==> src/rtl/alu.sv <==
// -----------------------------------------------------------------------------
// alu
//
// Purpose:
//   An 8-bit ALU with eight operations: ADD, LSH, RSH, XOR, AND, SUB, OR and
//   RXR (reduction XOR). Out, Zero and SC_out are purely combinational from the
//   operand and opcode inputs. Clk and Reset only affect the optional flag
//   register Flags_q.
//
// Configuration:
//   ALU_FLAG_REG_EN
//     - Defined: Flags_q registers {SC_out, Zero} on every rising Clk.
//       A synchronous Reset clears it to 2'b00, and Reset takes priority
//       over the capture.
//     - Undefined (default): no flip-flops are built and Flags_q is tied
//       to 2'b00.
//
// Ports:
//   Clk     in   1   clock; Flags_q updates on the rising edge
//   Reset   in   1   synchronous active-high reset, affects only Flags_q
//   InputA  in   8   operand A
//   InputB  in   8   operand B
//   SC_in   in   1   shift-in / carry-in
//   OP      in   3   operation select:
//                      000 ADD, 001 LSH, 010 RSH, 011 XOR,
//                      100 AND, 101 SUB, 110 OR,  111 RXR
//   Out     out  8   result (combinational)
//   Zero    out  1   1 when Out == 0 (combinational)
//   SC_out  out  1   carry / borrow / shifted-out bit (combinational)
//   Flags_q out  2   registered {SC_out, Zero}: bit1 = carry, bit0 = zero
// -----------------------------------------------------------------------------
module alu (
    input  logic       Clk,
    input  logic       Reset,
    input  logic [7:0] InputA,
    input  logic [7:0] InputB,
    input  logic       SC_in,
    input  logic [2:0] OP,
    output logic [7:0] Out,
    output logic       Zero,
    output logic       SC_out,
    output logic [1:0] Flags_q
);

    typedef enum logic [2:0] {
        OP_ADD = 3'b000,
        OP_LSH = 3'b001,
        OP_RSH = 3'b010,
        OP_XOR = 3'b011,
        OP_AND = 3'b100,
        OP_SUB = 3'b101,
        OP_OR  = 3'b110,
        OP_RXR = 3'b111
    } alu_op_e;

    // Nine-bit add and subtract.
    // Bit 8 of the add result is the carry out. Bit 8 of the subtract result
    // is the borrow, which is set exactly when A < B (unsigned).
    logic [8:0] sum_9;
    logic [8:0] diff_9;

    assign sum_9  = {1'b0, InputA} + {1'b0, InputB} + {8'b0, SC_in};
    assign diff_9 = {1'b0, InputA} - {1'b0, InputB};

    // Result and carry selection.
    // Every branch assigns both outputs after the defaults, so Out never
    // becomes X for any 2-state input combination.
    always_comb begin
        Out    = 8'h00;
        SC_out = 1'b0;
        case (alu_op_e'(OP))
            OP_ADD: begin
                Out    = sum_9[7:0];
                SC_out = sum_9[8];
            end
            OP_LSH: begin
                Out    = {InputA[6:0], SC_in};
                SC_out = InputA[7];
            end
            OP_RSH: begin
                Out    = {1'b0, InputA[7:1]};
                SC_out = InputA[0];
            end
            OP_XOR: begin
                Out    = InputA ^ InputB;
                SC_out = 1'b0;
            end
            OP_AND: begin
                Out    = InputA & InputB;
                SC_out = 1'b0;
            end
            OP_SUB: begin
                Out    = diff_9[7:0];
                SC_out = diff_9[8];
            end
            OP_OR: begin
                Out    = InputA | InputB;
                SC_out = 1'b0;
            end
            OP_RXR: begin
                Out    = {7'b0, ^InputA};
                SC_out = 1'b0;
            end
            default: begin
                Out    = 8'h00;
                SC_out = 1'b0;
            end
        endcase
    end

    // Zero always follows the final result, including for shifts and RXR.
    assign Zero = (Out == 8'h00);

`ifdef ALU_FLAG_REG_EN
    logic [1:0] flags_d;

    assign flags_d = {SC_out, Zero};

    // Flag register. Reset is checked first, so it wins over a capture on
    // the same edge.
    always_ff @(posedge Clk) begin
        if (Reset) begin
            Flags_q <= 2'b00;
        end else begin
            Flags_q <= flags_d;
        end
    end
`else
    // Without the flag register the clock and reset have no load.
    logic unused_clk_reset;

    assign unused_clk_reset = Clk ^ Reset;
    assign Flags_q          = 2'b00;
`endif

endmodule

==> config.mk <==
export PLATFORM = sky130hd
export DESIGN_NAME = alu
export DESIGN_NICKNAME = d
export VERILOG_FILES = /design/src/rtl/alu.sv
export SDC_FILE = /design/constraint.sdc
export NUM_CORES = 1
export LEC_CHECK = 0
export CORE_ASPECT_RATIO = 0.5
export CORE_MARGIN = 4
export CORE_UTILIZATION = 40
export DETAILED_ROUTE_END_ITERATION = 8
export GPL_TIMING_DRIVEN = 0
export PLACE_DENSITY = 0.65
export SLEW_MARGIN = 20
export SYNTH_ARGS = -nofsm -noshare
export SYNTH_HDL_FRONTEND = slang
export SYNTH_SLANG_ARGS = --single-unit
export TNS_END_PERCENT = 1
==> constraint.sdc <==
create_clock -name vclk -period 4.2
set_input_delay 0.63 -clock vclk [all_inputs]
set_output_delay 0.63 -clock vclk [all_outputs]
set_load 0.01 [all_outputs]
Word level (Yosys, flattened, before mapping)
Index checks and enable logic that the tools add are counted.

Bits in registers: 0. Latch bits: 0. Bits in writable memories: 0. Memory bits (read-only): 0. Memories kept: 0.

Add/sub/neg operators: 3. $mul: 0. Div/mod/pow operators: 0. Order comparisons: 0. Equality and inequality tests: 7. Shift operators: 0. Mux-type cells: 2. Bitwise logic cells: 3. Reductions and logical operators: 4.

Operators by type and width (number): $pmux 8 s8 (1); $eq 3x3->1 const B (4); $add 8x8->9 (1); $add 9x1->9 (1); $sub 8x8->9 (1); $and 8x8->8 (1); $logic_not 8->1 (1); $or 8x8->8 (1); $reduce_xor 8->1 (1); $xor 8x8->8 (1); $eq 3x2->1 const B (2); $pmux 1 s5 (1); $reduce_or 4->1 (1); $eq 3x1->1 const B (1); $logic_not 3->1 (1).

Logic depth before layout (Yosys ltp)
Word-level depth: 4. Gate-level depth with buffers: 10. Mapped depth without buffers: 10.

Least setup slack after synthesis
Ideal clock, no wire load.

Path type: input to output. From: input port InputA[0]. To: output port Zero. Data arrival time: 2.690 ns. Required time: 3.570 ns. Setup slack: 0.880 ns. Stages on the path: 9. Buffers on the path: 0. Cells stage by stage: inv_1 -> fa_1 -> inv_1 -> fa_1 -> mux4_2 -> o21a_1 -> nor2_1 -> o2111ai_1 -> nor4_2.

Cells in the longest elaborated chain, start to end: 4. Elaborated cells between the ends (all ways): 9. Those cells by class: 3 x add/sub; 1 x mux; 3 x bitwise; 2 x reduce/logical.

RTL lines: start: declaration (line 35) `input logic [7:0] InputA,`; $add 8x8->9 (line 62) `assign sum_9 = {1'b0, InputA} + {1'b0, InputB} + {8'b0, SC_in};`; $add 9x1->9 (line 62); $pmux 8 s8 (*) (line 71) `case (alu_op_e'(OP))`; named net Out[1] (line 39) `output logic [7:0] Out,`; $logic_not 8->1 (*) (line 112) `assign Zero = (Out == 8'h00);`; end: declaration (line 40) `output logic Zero,`.

Mark *: on every way through the listed nets, which the timed path passes. The rest lies on a longest branch.

Worst setup path in the final report
From: input port InputB[0]. To: output port Out[6].

Cells in the longest elaborated chain, start to end: 3. Elaborated cells between the ends (all ways): 4. Those cells by class: 3 x add/sub; 1 x mux.

RTL lines: start: declaration (line 36) `input logic [7:0] InputB,`; $add 8x8->9 (line 62); $add 9x1->9 (line 62); $pmux 8 s8 (*) (line 71); end: declaration (line 39).

Mark *: on every way between the ends. The rest lies on a longest branch, timed or not.

==> impl_metrics.csv <==
group,metric,value,unit
placed_design,hpwl,4050,µm
critical_path,cpLargestDelayFamily,"buffers and inverters",
drt,vias,1777,
clocking,cts_hold_buf,0,
placed_design,place_area,0.00195,mm²
synth,synth_top_family_by_area,"compound AO/OA/AOI/OAI gates",
drt,via_per_inst,5.71,
power_and_ir_drop,peakVddDrop,64.4,µV
synth,yosysSeqAreaShare,0,%
power_and_ir_drop,fin_total_pwr,0.000266,W
finish,n_clock_buffer,0,
timing,fmax,247,MHz
finish,regArea,0,µm²
drt,wl,4830,µm
drt,ant_nets,0,
grt,grt_pass1_wl,7850,µm
finish,area_growth,27.9,%
synth,syn-instance-count,228,
critical_path,start_kind,"input port",
outcome,outcome,"finished, final reports clean",
placed_design,portBuffers,30,
power_and_ir_drop,p_per_area,131,mW/mm²
timing,relSlewSlack,43.2,%
die,ios,34,
synth,synth.area.mux_share,4.03,%
timing,drv_slew,0,
worst_hold_path,hp-class,"input port to primary output",
die,num_rows,15,
drt,dr.pass1.iters,4,
drt,drt_iter0_drc,183,
die,dieArea,0.00509,mm²
synth,synth-xor-area-share,5.53,%
synth,synth.avg_cell_area,6.94,µm²
die,design.core.area,0.00362,mm²
die,initial_core_util,43.7,%
finish,drive_gt1_share,13.1,%
finish,nets,311,
critical_path,critical_path.max_fanout,3,
finish,finish.utilization,55.9,%
grt,grt_pass1_vias,1613,
finish,diodes,0,
finish,seq_cell_count,0,
die,dieHeight,52.5,µm
critical_path,slowest_stage,"clkdlybuf4s50_1",
timing,setup_viol,0,
critical_path,cp_cell_sequence,"clkdlybuf4s50_1 -> inv_1 -> fa_2 -> inv_1 -> fa_1 -> nand3_1 -> a21oi_2 -> o21a_1 -> a2111oi_1 -> or2_2 -> clkdlybuf4s50_1",
grt,grt_remaining_overflow,0,
grt,grt_max_degree,11,
power_and_ir_drop,leakage,0.909,nW
synth,synth_fa_ha_area_share,22.8,%
critical_path,worstPathArrival,3.43,ns
critical_path,max_stage_delay,0.54,ns
finish,multi_input_area,0.00144,mm²
critical_path,required,3.57,ns
synth,ys_warn_count,0,
critical_path,end_kind,"primary output",
finish,nFillCells,360,
timing,rsz0062_at_grt,"yes",
drt,drc,0,
synth,netlist_area,0.00158,mm²
timing,fin_setup_tns,0,ns
synth,synth_compound_area_share,28.7,%
timing,period_share,96.6,%
critical_path,crit_buf_inv,4,
timing,tightest_slew,0.846,ns
placed_design,gp_congestion,0.913,
grt,antenna_found_initial,0,
drt,routedWlPerCell,15.5,µm
finish,design_area,0.00202,mm²
job,cap_viol_max_count,0,
die,fp.dieW,97.0,µm
synth,synth_cell_types,58,
synth,yosys.area_share.simple,25.3,%
timing,hold_viol,0,
grt,grt_use_total,18.6,%
critical_path,path_class,"input port to primary output",
timing,layout_min_cycle_time,4.06,ns
[repair_timing]
item | in CTS | in global routing
gates resized for setup | 13 | 12
buffers inserted | 1 | 0
pin swaps | 1 | 2
setup endpoints to repair | 5 | 4
[cell usage after synthesis, types with 7 or more instances]
cell type	number	area, µm²
a21oi_1	15	75.1
buf_2	11	55.1
ha_1	24	300
inv_1	33	124
nand2b_1	13	81.3
nand3_1	8	40.0
nor2_1	19	71.3
nor3_1	7	35.0
o21ai_0	8	40.0
xnor2_1	9	78.8
[metal layers]
metal  vias up  global-route usage, %  share of wire (%)
met4         0                  0.466                  0
met3         0                   2.66                9.4
met1       836                   28.1                 49
met5         -                      0                  0
li1        868                      -                  -
met2        73                   29.3                 41
[metrics by stage]
| step | instances | hold WS, ns | setup WS (ns) |
|---|---|---|---|
| finish | 311 | 2.24 | 0.144 |
| CTS | 311 | 2.35 | 0.0165 |
| global placement | 310 | 2.54 | -0.427 |
| global route | 311 | 2.33 | -0.0252 |
| detailed placement | 310 | 2.55 | -0.436 |
| floorplan | 229 | 1.56 | 0.880 |
[tightest hold or removal path: stages]
cell            delay [ns]
dlymetal6s2s_1        0.25
nand3b_1              0.12
a21oi_1               0.13
a311oi_1              0.06
o211a_1               0.13
o2111ai_2             0.11
nor4_2                0.05
buf_2                 0.12
[cells in the final DEF (no fill, tap or decap), drive strengths merged, types with 7 or more instances in the layout]
cell type | netlist | routed
a21oi | 15 | 15
buf | 16 | 18
clkdlybuf4s50 | 0 | 23
ha | 24 | 24
inv | 34 | 34
nand2b | 13 | 13
nand3 | 8 | 8
nor2 | 19 | 19
nor3 | 7 | 7
o21ai | 9 | 9
xnor2 | 9 | 9
[kinds of logic (layout without fill, tap and decap cells)]
group                      after synthesis  count (layout)
buffers and inverters                   50              81
and+or+nand+nor                         72              72
muxes                                    5               5
AOI/OAI and AO/OA                       63              63
adders and majority gates               27              27
other                                    1               2
xor gates and xnor gates                10              10
[layout make-up]
class | instances | share of cell area (%)
Tap cell | 51 | 3.15
Timing Repair Buffer | 31 | 15.3
Inverter | 34 | 6.30
Multi-Input combinational cell | 179 | 71.0
Buffer | 16 | 4.20
[power by group]
group	leakage (nW)	switching [W]	internal [W]	total, W
combinational	0.909	0.000145	0.000121	0.000266
clock	0	0	0	0
sequential	0	0	0	0
[path summary, 6_finish.rpt]
check	from	to	slack, ns	depth (start not counted)
max	InputB[0]	Out[6]	0.14	11
min	InputA[2]	Zero	2.24	8
(Power assumes the default switching activity.)
